$ cat src/rtl/lsu.sv
// Load/store unit for the cirno9 core.
// It takes one memory operation per handshake from execute and issues a
// single-beat bus request for it. Load data is aligned and extended before
// writeback. Misaligned accesses, bus errors and response timeouts are each
// reported as a one-cycle exception pulse.
//
// state | meaning
// IDLE  | ready for a new operation from execute
// REQ   | bus request held valid until the bus accepts it
// RSP   | waiting for the response beat, guarded by the timeout counter
`timescale 1ns/1ps
module lsu #(
    parameter int TO_W = 8
) (
    input  logic        clk,
    input  logic        rst_n,
    input  logic        hs_ex4mem_val,
    output logic        hs_mem4ex_rdy,
    input  logic [31:0] i_mem_adr,
    input  logic [31:0] i_mem_d,
    input  logic        i_mem_ren,
    input  logic        i_mem_wen,
    input  logic [1:0]  i_mem_size,
    input  logic        i_mem_uns,
    input  logic [4:0]  i_rd_idx,
    output logic        o_bus_req_val,
    input  logic        i_bus_req_rdy,
    output logic [31:0] o_bus_adr,
    output logic        o_bus_wen,
    output logic [31:0] o_bus_wdata,
    output logic [3:0]  o_bus_wstrb,
    input  logic        i_bus_rsp_val,
    input  logic [31:0] i_bus_rdata,
    input  logic        i_bus_err,
    output logic        o_wb_val,
    output logic [4:0]  o_wb_rd_idx,
    output logic [31:0] o_wb_rd,
    output logic        o_excp_misalign,
    output logic        o_excp_bus,
    output logic [31:0] o_excp_adr
);

    typedef enum logic [1:0] {IDLE, REQ, RSP} state_t;

    state_t            r_state;
    state_t            w_next;
    logic              r_rdy;
    logic [31:0]       r_adr;
    logic [1:0]        r_size;
    logic              r_uns;
    logic [4:0]        r_rd_idx;
    logic [TO_W-1:0]   r_cnt;
    logic [31:0]       r_bus_adr;
    logic              r_bus_wen;
    logic [31:0]       r_bus_wdata;
    logic [3:0]        r_bus_wstrb;
    logic              r_wb_val;
    logic [4:0]        r_wb_rd_idx;
    logic [31:0]       r_wb_rd;
    logic              r_excp_mis;
    logic              r_excp_bus;
    logic [31:0]       r_excp_adr;

    logic              w_accept;
    logic              w_is_op;
    logic              w_misalign;
    logic              w_go;
    logic              w_rsp;
    logic              w_timeout;
    logic [31:0]       w_wdata;
    logic [3:0]        w_wstrb;
    logic [31:0]       w_shift;
    logic [31:0]       w_load;

    assign w_accept   = hs_ex4mem_val && r_rdy;
    assign w_is_op    = i_mem_ren || i_mem_wen;
    assign w_misalign = (i_mem_size == 2'b01 && i_mem_adr[0]) ||
                        (i_mem_size == 2'b10 && i_mem_adr[1:0] != 2'b00) ||
                        (i_mem_size == 2'b11);
    assign w_go       = w_accept && w_is_op && !w_misalign;
    assign w_rsp      = (r_state == RSP) && i_bus_rsp_val;
    // A response in the same cycle as the terminal count still wins.
    assign w_timeout  = (r_state == RSP) && !i_bus_rsp_val && (r_cnt == '1);

    // Next-state selection.
    always_comb begin
        w_next = r_state;
        case (r_state)
            IDLE:    if (w_go) w_next = REQ;
            REQ:     if (i_bus_req_rdy) w_next = RSP;
            RSP:     if (i_bus_rsp_val || w_timeout) w_next = IDLE;
            default: w_next = IDLE;
        endcase
    end

    // Store lane replication and byte enables; reads drive no strobes.
    always_comb begin
        w_wdata = i_mem_d;
        w_wstrb = 4'b1111;
        case (i_mem_size)
            2'b00: begin
                w_wdata = {4{i_mem_d[7:0]}};
                w_wstrb = 4'b0001 << i_mem_adr[1:0];
            end
            2'b01: begin
                w_wdata = {2{i_mem_d[15:0]}};
                w_wstrb = 4'b0011 << i_mem_adr[1:0];
            end
            default: begin
                w_wdata = i_mem_d;
                w_wstrb = 4'b1111;
            end
        endcase
        if (!i_mem_wen) w_wstrb = 4'b0000;
    end

    // Load alignment and sign/zero extension.
    always_comb begin
        w_shift = i_bus_rdata >> {r_adr[1:0], 3'b000};
        case (r_size)
            2'b00:   w_load = r_uns ? {24'h0, w_shift[7:0]}
                                    : {{24{w_shift[7]}}, w_shift[7:0]};
            2'b01:   w_load = r_uns ? {16'h0, w_shift[15:0]}
                                    : {{16{w_shift[15]}}, w_shift[15:0]};
            default: w_load = w_shift;
        endcase
    end

    // State register. Ready is registered from the upcoming state.
    always_ff @(posedge clk or negedge rst_n) begin
        if (!rst_n) begin
            r_state <= IDLE;
            r_rdy   <= 1'b1;
        end else begin
            r_state <= w_next;
            r_rdy   <= (w_next == IDLE);
        end
    end

    // Latch the accepted operation and the bus request it produces.
    always_ff @(posedge clk or negedge rst_n) begin
        if (!rst_n) begin
            r_adr       <= '0;
            r_size      <= '0;
            r_uns       <= 1'b0;
            r_rd_idx    <= '0;
            r_bus_adr   <= '0;
            r_bus_wen   <= 1'b0;
            r_bus_wdata <= '0;
            r_bus_wstrb <= '0;
        end else if (w_go) begin
            r_adr       <= i_mem_adr;
            r_size      <= i_mem_size;
            r_uns       <= i_mem_uns;
            r_rd_idx    <= i_rd_idx;
            r_bus_adr   <= {i_mem_adr[31:2], 2'b00};
            r_bus_wen   <= i_mem_wen;
            r_bus_wdata <= w_wdata;
            r_bus_wstrb <= w_wstrb;
        end
    end

    // Response timeout counter: zero outside RSP, counts each RSP cycle.
    always_ff @(posedge clk or negedge rst_n) begin
        if (!rst_n) begin
            r_cnt <= '0;
        end else if (r_state != RSP) begin
            r_cnt <= '0;
        end else begin
            r_cnt <= r_cnt + {{(TO_W-1){1'b0}}, 1'b1};
        end
    end

    // Load writeback pulse; data and index hold until the next writeback.
    always_ff @(posedge clk or negedge rst_n) begin
        if (!rst_n) begin
            r_wb_val    <= 1'b0;
            r_wb_rd_idx <= '0;
            r_wb_rd     <= '0;
        end else begin
            r_wb_val <= 1'b0;
            if (w_rsp && !i_bus_err && !r_bus_wen) begin
                r_wb_val    <= 1'b1;
                r_wb_rd_idx <= r_rd_idx;
                r_wb_rd     <= w_load;
            end
        end
    end

    // Exception pulses and the faulting address.
    always_ff @(posedge clk or negedge rst_n) begin
        if (!rst_n) begin
            r_excp_mis <= 1'b0;
            r_excp_bus <= 1'b0;
            r_excp_adr <= '0;
        end else begin
            r_excp_mis <= w_accept && w_is_op && w_misalign;
            r_excp_bus <= (w_rsp && i_bus_err) || w_timeout;
            if (w_accept && w_is_op && w_misalign) begin
                r_excp_adr <= i_mem_adr;
            end else if ((w_rsp && i_bus_err) || w_timeout) begin
                r_excp_adr <= r_adr;
            end
        end
    end

    assign hs_mem4ex_rdy   = r_rdy;
    assign o_bus_req_val   = (r_state == REQ);
    assign o_bus_adr       = r_bus_adr;
    assign o_bus_wen       = r_bus_wen;
    assign o_bus_wdata     = r_bus_wdata;
    assign o_bus_wstrb     = r_bus_wstrb;
    assign o_wb_val        = r_wb_val;
    assign o_wb_rd_idx     = r_wb_rd_idx;
    assign o_wb_rd         = r_wb_rd;
    assign o_excp_misalign = r_excp_mis;
    assign o_excp_bus      = r_excp_bus;
    assign o_excp_adr      = r_excp_adr;

endmodule
$ cat config.mk
export PLATFORM = sky130hd
export DESIGN_NAME = lsu
export DESIGN_NICKNAME = d
export VERILOG_FILES = /design/src/rtl/lsu.sv
export SDC_FILE = /design/constraint.sdc
export NUM_CORES = 1
export LEC_CHECK = 0
export BUFFER_PORTS_ARGS = -buffer_cell sky130_fd_sc_hd__buf_4
export CAP_MARGIN = 20
export CORE_ASPECT_RATIO = 1.75
export CORE_UTILIZATION = 46
export DETAILED_ROUTE_END_ITERATION = 10
export HOLD_SLACK_MARGIN = 0.05
export PLACE_DENSITY = 0.88
export SLEW_MARGIN = 15
export SYNTH_ARGS = -nofsm -noshare
export SYNTH_HDL_FRONTEND = slang
export SYNTH_SLANG_ARGS = --single-unit
$ cat constraint.sdc
create_clock -name clk -period 1.9 [get_ports clk]
set_input_delay 0.285 -clock clk [delete_from_list [all_inputs] [get_ports clk]]
set_output_delay 0.285 -clock clk [all_outputs]
set_load 0.1 [all_outputs]
## After elaboration in Yosys (flattened, before gate mapping)

Index checks and enable logic that the tools add are counted.
Widths: inputs -> output; s select.

- Equality and inequality tests: 8
- Reduce and logical (&&, ||, !) cells: 27
- Muxes and demuxes: 14
- Add/subtract/negate cells: 1
- Shifts and indexed selects: 3

Operator list:

| kind | count |
|---|---|
| $mux 32 | 4 |
| $pmux 32 s2 | 2 |
| $shr 32x5->32 | 1 |
| $logic_and 1x1->1 | 12 |
| $add 8x1->8 const B | 1 |
| $eq 8x8->1 const B | 1 |
| $logic_not 2->1 | 4 |
| $mux 8 | 1 |
| $pmux 4 s2 | 1 |
| $eq 2x1->1 const B | 3 |
| $eq 2x2->1 const B | 3 |
| $mux 2 | 3 |
| $pmux 2 s3 | 1 |
| $logic_or 1x1->1 | 5 |
| $logic_not 1->1 | 4 |
| $mux 4 | 1 |
| $reduce_bool 2->1 | 2 |
| $shl 1x2->4 const A | 1 |
| $shl 2x2->4 const A | 1 |
| $ne 2x2->1 const B | 1 |
| $mux 1 | 1 |

- Output and inout bits: 143
- Flip-flop bits (word level): 190
- Logic and storage cells: 70

## Depth between registers and ports, before layout

Gate-level depths: netlist of run 1.

- Depth after elaboration: 9
- Gate-level depth with buffers: 7
- Mapped depth without buffers: 5

## Least setup slack after synthesis of run 1

OpenSTA, ideal clock, no wires.

- Path kind: register to register
- From: register r_rdy, in the netlist hs_mem4ex_rdy
- To: register r_excp_adr[7], in the netlist o_excp_adr[7]
- Arrival time: 2264 ps
- Path buffers: 1
- Library setup time: 125 ps
- Setup slack: -489 ps
- Cell stages (with the launch flop): 6
- Path through: dfstp_2 > o211ai_1 > nor3_4 > buf_6 > mux2_1 > mux2_4

- Word-level cells in the longest chain between the ends: 4
- Elaborated cells between the ends (all ways): 5
- Classes of those cells: mux: 1; reduce/logical: 4

Ends and longest elaborated chain:

| what | RTL line | source |
|---|---|---|
| start: declaration | 47 | `logic r_rdy;` |
| start signal: assignment | 136 | `r_rdy <= (w_next == IDLE);` |
| $logic_and 1x1->1 * | 75 | `assign w_accept = hs_ex4mem_val && r_rdy;` |
| $logic_and 1x1->1 * (2 in series) | 199 | `if (w_accept && w_is_op && w_misalign) begin` |
| $mux 32 or $reduce_bool 2->1 (tied branches) | n/a |  |
| end signal: assignment | 200 | `r_excp_adr <= i_mem_adr;` |
| end signal: assignment | 202 | `r_excp_adr <= r_adr;` |
| end: declaration | 62 | `logic [31:0] r_excp_adr;` |

Mark *: on every way between the ends. The rest lies on a longest branch, timed or not.
A chain may end at the register's enable or synchronous reset.

## Worst setup path in the final report of run 1

- From: register r_rdy, in the netlist hs_mem4ex_rdy
- To: register r_excp_adr[30], in the netlist o_excp_adr[30]

Same word-level chain as after synthesis.

==> results.json, run 1 <==
{
  "status": "finished with violations",
  "violations": "setup timing",
  "io_buffers": 252,
  "rr_worst_depth": 7,
  "io_pins": 255,
  "finalMaxSlewViolations": 0,
  "netlist_instances": 622,
  "drt_iter0_drc": 152,
  "synth-edff-count": 0,
  "antenna_left": 0,
  "skew_ns": 0.01106,
  "start_kind": "register",
  "post-route-util": 0.6543,
  "tns_ns": -0.7051,
  "routed_wl_microns": 21280,
  "min-delay-start": "i_bus_req_rdy",
  "setup_viol": 30,
  "gp_congestion": 0.8285,
  "synthFlopType": "dfrtp_1",
  "rsz0062_at_grt": "yes",
  "finalCritPeriodShare": 1.029,
  "path_max_fanout": 2,
  "cts_tree": "done",
  "synth_top_family_by_area": "multiplexers",
  "area_growth_pct": 39.98,
  "design.die.area_sq_um": 17170,
  "ys_seq_area_frac": 0.5235,
  "drc": 0,
  "antenna_found_initial": 0,
  "initial_core_util": 0.4674,
  "netlist_area_sq_um": 7651,
  "clock_latency_ns": 0.43,
  "timing.fmax_ghz": 0.5114,
  "gr-usage-all-layers": 0.2529,
  "dp_hpwl_microns": 15240,
  "fin_crit_ns": 1.955,
  "grt_pass1_vias": 6199,
  "crit_arrival_ns": 2.27,
  "drv_cap": 0,
  "synthMuxAreaShare": 0.2463,
  "synthSimpleGateAreaFrac": 0.07408,
  "final_nets": 995,
  "syn_avg_cell_area_sq_um": 12.30,
  "cts-root-buf": "clkbuf_16",
  "worst-slew-pin-transition_ns": 0.5722,
  "wl_per_cell_microns": 19.02,
  "rows": 62,
  "yosys_warnings": 0,
  "synth-compound-area-share": 0.08733,
  "ys_types": 48,
  "routed_via_density": 5.280,
  "design.core.area_sq_um": 16370,
  "clkSlewWorstSetupHoldPaths_ns": 0.07,
  "grt_pass1_wl_microns": 32810,
  "async_reset_ff_frac": 1.000,
  "critPathRequiredTime_ns": 2.21,
  "dr.pass1.iters": 4,
  "clock-sinks": 160,
  "synth-xor-area-share": 0.004579,
  "overflow": 0,
  "ys_seq_elements": 160,
  "r2r_start": "hs_mem4ex_rdy",
  "maxSlewHeadroom": 0.6185,
  "clockBufferDepth": 2,
  "nFillCells": 1265,
  "vias": 5908,
  "die_x_microns": 99.49,
  "end_kind": "register",
  "antenna_cells": 0,
  "worst_slack_ns": -0.05529,
  "holdPathEnd": "r_state[1]",
  "cts_made_buffers": 17,
  "worstSetupPathType": "register to register",
  "whs_path_depth": 3,
  "r2r_end": "o_excp_adr[30]",
  "h-tree-depth": 4,
  "hold_slack_ns": 0.07901,
  "grt_max_degree": 57,
  "r2r_slack_ns": -0.06,
  "finalHoldViolations": 0,
  "synthAdderAreaFrac": 0.001635,
  "hp-class": "primary input to register",
  "dieHeight_microns": 172.6,
  "drive_gt1_frac": 0.5307,
  "pre_cts_ws_ns": -0.3220
}
-- through the flow --
step | cell area (sq um) | cells
after floorplan | 7672 | 623
after global placement | 9838 | 1073
after detailed placement | 9838 | 1073
after CTS | 10640 | 1116
after global routing | 10710 | 1119
final | 10710 | 1119
-- routing by layer --
| layer | vias up | share of wire | GRT usage |
|---|---|---|---|
| met5 | - | 0 | 0 |
| met4 | 0 | 0.034 | 0.1213 |
| met3 | 46 | 0.055 | 0.06265 |
| met2 | 228 | 0.55 | 0.4601 |
| met1 | 2937 | 0.36 | 0.2677 |
| li1 | 2697 | - | - |
-- cell families after synthesis --
group	Yosys count
buf+inv	72
mux	169
fa+ha+maj	1
other cells	1
compound gates	102
simple gates	113
flops	160
xor+xnor	4
-- Yosys cell counts (2+ instances only) --
library cell	number	share of area
mux4_2	2	0.0059
nand3_1	4	0.0026
mux2i_1	39	0.051
a21oi_1	28	0.018
buf_6	8	0.012
mux2_1	29	0.043
o21ai_0	34	0.022
nor2b_1	11	0.0090
mux2_4	2	0.0039
xor2_1	3	0.0034
dfrtp_1	159	0.52
a211oi_1	7	0.0069
mux2_2	97	0.14
buf_2	20	0.013
o22a_1	16	0.018
nand2b_1	2	0.0016
o2bb2ai_1	7	0.0080
and2_1	8	0.0065
buf_4	32	0.031
clkbuf_1	8	0.0039
nand2_1	38	0.019
buf_1	3	0.0015
nor2_1	38	0.019
o211ai_1	2	0.0020
or3_1	2	0.0016
-- layout make-up --
class	instances	area [sq um]	share of cell area
clock buffer	19	442.9	0.04136
clock inverter	13	152.6	0.01425
inverter	1	3.754	0.0003505
multi-input combinational	393	3297	0.3078
sequential	160	4009	0.3743
tap	224	280.3	0.02617
timing repair buffer	309	2525	0.2357
-- how the worst max path moves through the flow --
stage | startpoint | end
floorplan | hs_mem4ex_rdy | o_excp_adr[10]
global placement | i_mem_adr[0] | o_excp_adr[6]
detailed placement | i_mem_wen | o_excp_adr[14]
CTS | hs_mem4ex_rdy | o_excp_adr[30]
global route | hs_mem4ex_rdy | o_excp_adr[30]
finish | hs_mem4ex_rdy | o_excp_adr[30]
-- repair_timing --
item | 4_1_cts | 5_1_grt
hold buffers | 1 | 0
gates cloned | 3 | 1
pin swaps | 3 | 1
resized for setup | 25 | 3
endpoints found under the setup margin | 32 | 67
buffers inserted | 7 | 2
endpoints found under the hold margin | 49 | 0
-- placed cells by master (no fill, tap or decap), types with 12 or more instances in the layout --
cell type	Yosys	routed
mux2i_1	39	39
a21oi_1	28	28
o21ai_0	34	34
nand2_1	38	38
buf_12	0	12
mux2_4	2	23
clkbuf_16	0	18
mux2_2	97	95
o22a_1	16	16
dfrtp_1	159	159
nor2_1	38	38
buf_4	32	291
-- worst max-delay path: stages, from the launching register on --
cell and delay [ns]:
dfstp_4 0.61, o211ai_1 0.14, nor3_4 0.17, buf_4 0.16, buf_4 0.10, buf_4 0.09
mux2_1 0.31, mux2_2 0.26
-- sequential cells by signal, summed over array words and instances (netlist names) --
name	flops
o_bus_wdata	32
o_excp_adr	32
o_wb_rd	32
r_adr	32
r_cnt	8
o_wb_rd_idx	5
r_rd_idx	5
o_bus_wstrb	4
r_size	2
r_state	2
hs_mem4ex_rdy	1
o_bus_wen	1
o_excp_bus	1
o_excp_misalign	1
o_wb_val	1
r_uns	1
Power of run 1 is not shown: default switching activity piles up to over one toggle a cycle in this logic, so the estimate is an artifact.
==> run 2: changes to the inputs <==
CORE_ASPECT_RATIO = default   (was 1.75)
==> run 2 against run 1 <==
Final area fell by 1.7%. Fmax down 1.7%. First-iteration DRC count is 56% higher. Via count decreased by 3.1%. Register-to-register slack worse by 0.03 ns. The flow still finishes with violations (setup timing). Final cell count down 2.1%. Clock skew decreased by 0.0022 ns. Critical path depth is 1 lower. Sequential share of layout area rose by 0.63 points. Flip-flop and latch count is the same. Hold slack better by 0.023 ns. Setup slack worse by 0.033 ns.
==> results.json, run 2 (synthesis gave the netlist of run 1 again) <==
{
  "status": "finished with violations",
  "violations": "setup timing",
  "path_max_fanout": 7,
  "drv_cap": 0,
  "crit_chain": "o211ai_1 > nor3_4 > buf_6 > clkbuf_16 > mux2_4 > mux2_4",
  "wl_per_cell_microns": 18.29,
  "dr.pass1.iters": 4,
  "clock_latency_ns": 0.42,
  "dieHeight_microns": 131.0,
  "fin_crit_ns": 1.989,
  "max_stage_delay_ns": 0.61,
  "grt_max_degree": 66,
  "io_pins": 255,
  "regArea_sq_um": 4009,
  "rsz0062_at_grt": "yes",
  "timing.fmax_ghz": 0.5028,
  "drt_iter0_drc": 237,
  "worstSetupPathType": "register to register",
  "final_nets": 981,
  "vias": 5725,
  "initial_core_util": 0.4765,
  "routed_via_density": 5.224,
  "setup_viol": 31,
  "r2r_end": "o_excp_adr[18]",
  "dp_hpwl_microns": 14210,
  "hp-class": "primary input to register",
  "rr_worst_depth": 6,
  "r2r_start": "hs_mem4ex_rdy",
  "gr-usage-all-layers": 0.2305,
  "drive_gt1_frac": 0.5284,
  "cts-root-buf": "clkbuf_16",
  "grt_pass1_vias": 5758,
  "crit_path_start": "hs_mem4ex_rdy",
  "drc": 0,
  "cts_tree": "done",
  "cts_made_buffers": 17,
  "clkSlewWorstSetupHoldPaths_ns": 0.06,
  "antenna_left": 0,
  "io_buffers": 252,
  "skew_ns": 0.008861,
  "worst_slack_ns": -0.08873,
  "finalHoldViolations": 0,
  "tns_ns": -1.600,
  "die_x_microns": 131.0,
  "endpoint": "o_excp_adr[18]",
  "design.die.area_sq_um": 17150,
  "cp_slowest_cell": "dfstp_4",
  "critPathRequiredTime_ns": 2.20,
  "final_common_cell": "buf_4",
  "antenna_found_initial": 0,
  "r2r_slack_ns": -0.09,
  "multi_input_area_sq_um": 3312,
  "design.core.area_sq_um": 16060,
  "overflow": 0,
  "end_kind": "register",
  "finalMaxSlewViolations": 0,
  "routed_wl_microns": 20050,
  "gp_congestion": 0.8211,
  "clockBufferDepth": 2,
  "h-tree-depth": 4,
  "area_growth_pct": 37.66,
  "crit_arrival_ns": 2.29,
  "grt_pass1_wl_microns": 29780,
  "start_kind": "register",
  "mostFrequentLayoutCells": "buf_4 (280), dfrtp_1 (159), mux2_2 (90)",
  "cp_common_cell": "mux2_4",
  "rows": 46,
  "nFillCells": 1210,
  "clock-sinks": 160,
  "antenna_cells": 0,
  "finalCritPeriodShare": 1.047
}
-- run 2: worst min-delay path by stage --
stage / startpoint / slack [ns] / end / depth (start not counted)
6_report: i_rd_idx[2] / 0.10 / r_rd_idx[2] / 2
3_3_place_gp: rst_n / 0.23 / o_wb_rd[3] / 1
4_1_cts: i_rd_idx[4] / 0.08 / r_rd_idx[4] / 2
5_1_grt: i_rd_idx[0] / 0.09 / r_rd_idx[0] / 2
3_5_place_dp: rst_n / 0.23 / o_wb_rd[3] / 1
2_1_floorplan: rst_n / -0.01 / o_bus_wdata[0] / 0
-- run 2: cell type report --
type / count / area share
sequential: 160 / 0.3806
clock buffer: 20 / 0.04146
tap: 216 / 0.02566
timing repair buffer: 297 / 0.2286
multi-input combinational: 391 / 0.3144
clock inverter: 11 / 0.008909
inverter: 1 / 0.0003564
-- run 2: critical path: cells and delay by family (launching register included) --
kind | cells | cell delay, ns
flops | 1 | 0.61
mux | 2 | 0.59
buf+inv | 2 | 0.32
simple gates | 1 | 0.21
compound gates | 1 | 0.15
-- run 2: repair_timing --
item | in CTS | in global routing
hold buffers | 1 | 0
setup endpoints to repair | 32 | 32
gates resized for setup | 14 | 23
pin swaps | 2 | 2
buffers inserted | 5 | 1
hold endpoints to repair | 35 | 0
gates cloned | 1 | 2
-- run 2: per-stage QoR --
stage	cells	worst slack (ns)	area [sq um]	util	hold slack, ns
floorplan	623	-0.2821	7672	-	-0.01059
global placement	1056	-0.07740	9761	0.6078	0.2280
detailed placement	1056	-0.1669	9761	0.6078	0.2291
CTS	1094	-0.1184	10420	0.6486	0.08439
global route	1096	-0.1717	10530	0.6559	0.08835
finish	1096	-0.08873	10530	0.6559	0.1016
-- run 2: metal layers --
layer,routed length (microns),up-vias,global-route usage
met1,8264,2823,0.2741
met4,410,0,0.08519
li1,-,2669,-
met3,1389,28,0.07166
met2,9983,205,0.3922
met5,0,-,0
Power of run 2 is left out for the same reason.
==> run 3: changes to the inputs <==
ABC_AREA = 1   (was default)
CORE_UTILIZATION = 47   (was 46)
==> run 3 against run 2 <==
The flow now finishes without violations. Register-to-register slack better by 0.22 ns. First-iteration DRC count increased by 150%. Global-route usage rose by 2.5 points. Setup slack better by 0.22 ns. Die area up 3.7%. Critical endpoint is now o_excp_adr[13]. Synthesized cell count rose by 70%. Wire length is 11% higher.
==> results.json, run 3 <==
{
  "dieHeight_microns": 133.4,
  "final_nets": 1368,
  "clkSlewWorstSetupHoldPaths_ns": 0.06,
  "finalMaxSlewViolations": 0,
  "mostFrequentLayoutCells": "nand2_1 (381), buf_4 (264), dfrtp_1 (159)",
  "status": "completed",
  "synthFlopType": "dfrtp_1",
  "setup_viol": 0,
  "drive_gt1_frac": 0.2573,
  "path_max_fanout": 63,
  "clock-sinks": 160,
  "die_x_microns": 133.4,
  "cts_setup_buffers": 0,
  "finalHoldViolations": 0,
  "start_kind": "register",
  "design.core.area_sq_um": 16700,
  "synth-edff-count": 0,
  "wl_per_cell_microns": 14.92,
  "gp_congestion": 0.9311,
  "cts_tree": "done",
  "crit_family": "simple AND/OR/NAND/NOR gates",
  "syn_avg_cell_area_sq_um": 7.691,
  "routed_wl_microns": 22180,
  "drt_iter0_drc": 582,
  "gr-usage-all-layers": 0.2553,
  "finalCritPeriodShare": 0.9329,
  "antenna_found_initial": 0,
  "grt_max_degree": 73,
  "end_kind": "register",
  "netlist_instances": 1055,
  "yosys-top-cells-area": "dfrtp_1 (49%), nand2_1 (18%), o21ai_0 (5.1%)",
  "critPathRequiredTime_ns": 2.26,
  "crit_arrival_ns": 2.14,
  "clockBufferDepth": 2,
  "cts-root-buf": "clkbuf_16",
  "timing.fmax_ghz": 0.5642,
  "clock_latency_ns": 0.43,
  "dp_hpwl_microns": 15800,
  "hp-class": "primary input to register",
  "vias": 7593,
  "netlist_area_sq_um": 8114,
  "fin_crit_ns": 1.773,
  "skew_ns": 0.009414,
  "ys_types": 31,
  "tns_ns": 0,
  "cp_common_cell": "nand2_1",
  "final_common_cell": "nand2_1",
  "rsz0062_at_grt": "no",
  "drv_cap": 0,
  "ys_seq_elements": 160,
  "drc": 0,
  "grt_pass1_wl_microns": 35840,
  "worst-slew-pin-transition_ns": 0.5687,
  "antenna_cells": 0,
  "design.die.area_sq_um": 17790,
  "dr.pass1.iters": 5,
  "cts_made_buffers": 17,
  "synthTopCellsByCount": "nand2_1 (381), dfrtp_1 (159), inv_1 (92)",
  "synth.top_cell.area_share": 0.4904,
  "ys_seq_area_frac": 0.4936,
  "crit_chain": "nand2_1 > nor2_2 > nand3_4 > buf_12 > o21ai_0 > nand2_1 > nand2_1",
  "initial_core_util": 0.4858,
  "async_reset_ff_frac": 1.000,
  "max_stage_delay_ns": 0.53,
  "cp_slowest_cell": "dfstp_2",
  "worstSetupPathType": "register to register",
  "h-tree-depth": 4,
  "grt_pass1_vias": 7211,
  "yosys_warnings": 0,
  "antenna_left": 0,
  "synth_most_common_cell": "nand2_1",
  "area_growth_pct": 29.47,
  "io_buffers": 252,
  "yosysTopAreaCell": "dfrtp_1",
  "path_buf_inv": 1,
  "overflow": 0,
  "routed_via_density": 5.106,
  "maxSlewHeadroom": 0.6195,
  "io_pins": 255,
  "nFillCells": 1453,
  "rows": 47
}
==> run 3: stage by stage <==
stage                     hold WS (ns)  instances  utilization  area [sq um]  setup WS [ns]
after global routing           0.06167       1487       0.6290         10510       0.009270
after CTS                      0.05468       1487       0.6290         10510         0.1194
final                          0.06669       1487       0.6290         10510         0.1275
after detailed placement        0.1985       1455       0.5933          9910         0.1328
after floorplan               -0.01059       1056            -          8120        0.06268
after global placement          0.1966       1455       0.5933          9910         0.2425
==> run 3: area by class of cell <==
class,count,area (sq um),share of cell area
Clock buffer,19,442.9,0.04216
Multi-Input combinational cell,706,3143,0.2992
Tap cell,220,275.3,0.02620
Timing Repair Buffer,272,2123,0.2021
Clock inverter,12,142.6,0.01358
Sequential cell,160,4005,0.3813
Inverter,98,372.9,0.03549
==> run 3: layer usage <==
metal | GRT usage | part of all wire | vias up
met4 | 0.09470 | 0.022 | 0
met1 | 0.3224 | 0.41 | 3561
met3 | 0.07268 | 0.084 | 39
met5 | 0 | 0 | -
met2 | 0.4164 | 0.49 | 298
li1 | - | - | 3695
==> run 3: timing repair <==
action | CTS | global route
endpoints found under the hold margin | 30 | 0
hold buffers | 1 | 0
gates resized for setup | 0 | 0
==> run 3: tightest hold or removal path: stages <==
cell     delay [ns]
buf_4          0.07
nand2_1        0.04
o21ai_0        0.05
==> run 3: worst paths after layout <==
path	slack [ns]	to	depth (start not counted)	startpoint
setup / recovery	0.13	o_excp_adr[13]	7	hs_mem4ex_rdy
hold / removal	0.07	r_rd_idx[4]	3	i_rd_idx[4]
setup reg to reg	0.13	o_excp_adr[13]	7	hs_mem4ex_rdy
hold reg to reg	0.47	r_cnt[0]	1	r_cnt[0]
max in group asynchronous	0.90	o_bus_wdata[13]	3	rst_n
min in group asynchronous	0.31	o_wb_val	2	rst_n
==> run 3: cells by family (layout without fill, tap and decap cells) <==
group / count (synthesis) / after routing / synth area share
other cells: 1 / 2 / 0.0004622
compound gates: 146 / 146 / 0.09036
fa+ha+maj: 1 / 1 / 0.001542
simple gates: 557 / 557 / 0.2936
buf+inv: 190 / 401 / 0.1204
flops: 160 / 160 / 0.4936
Power of run 3 is left out for the same reason.
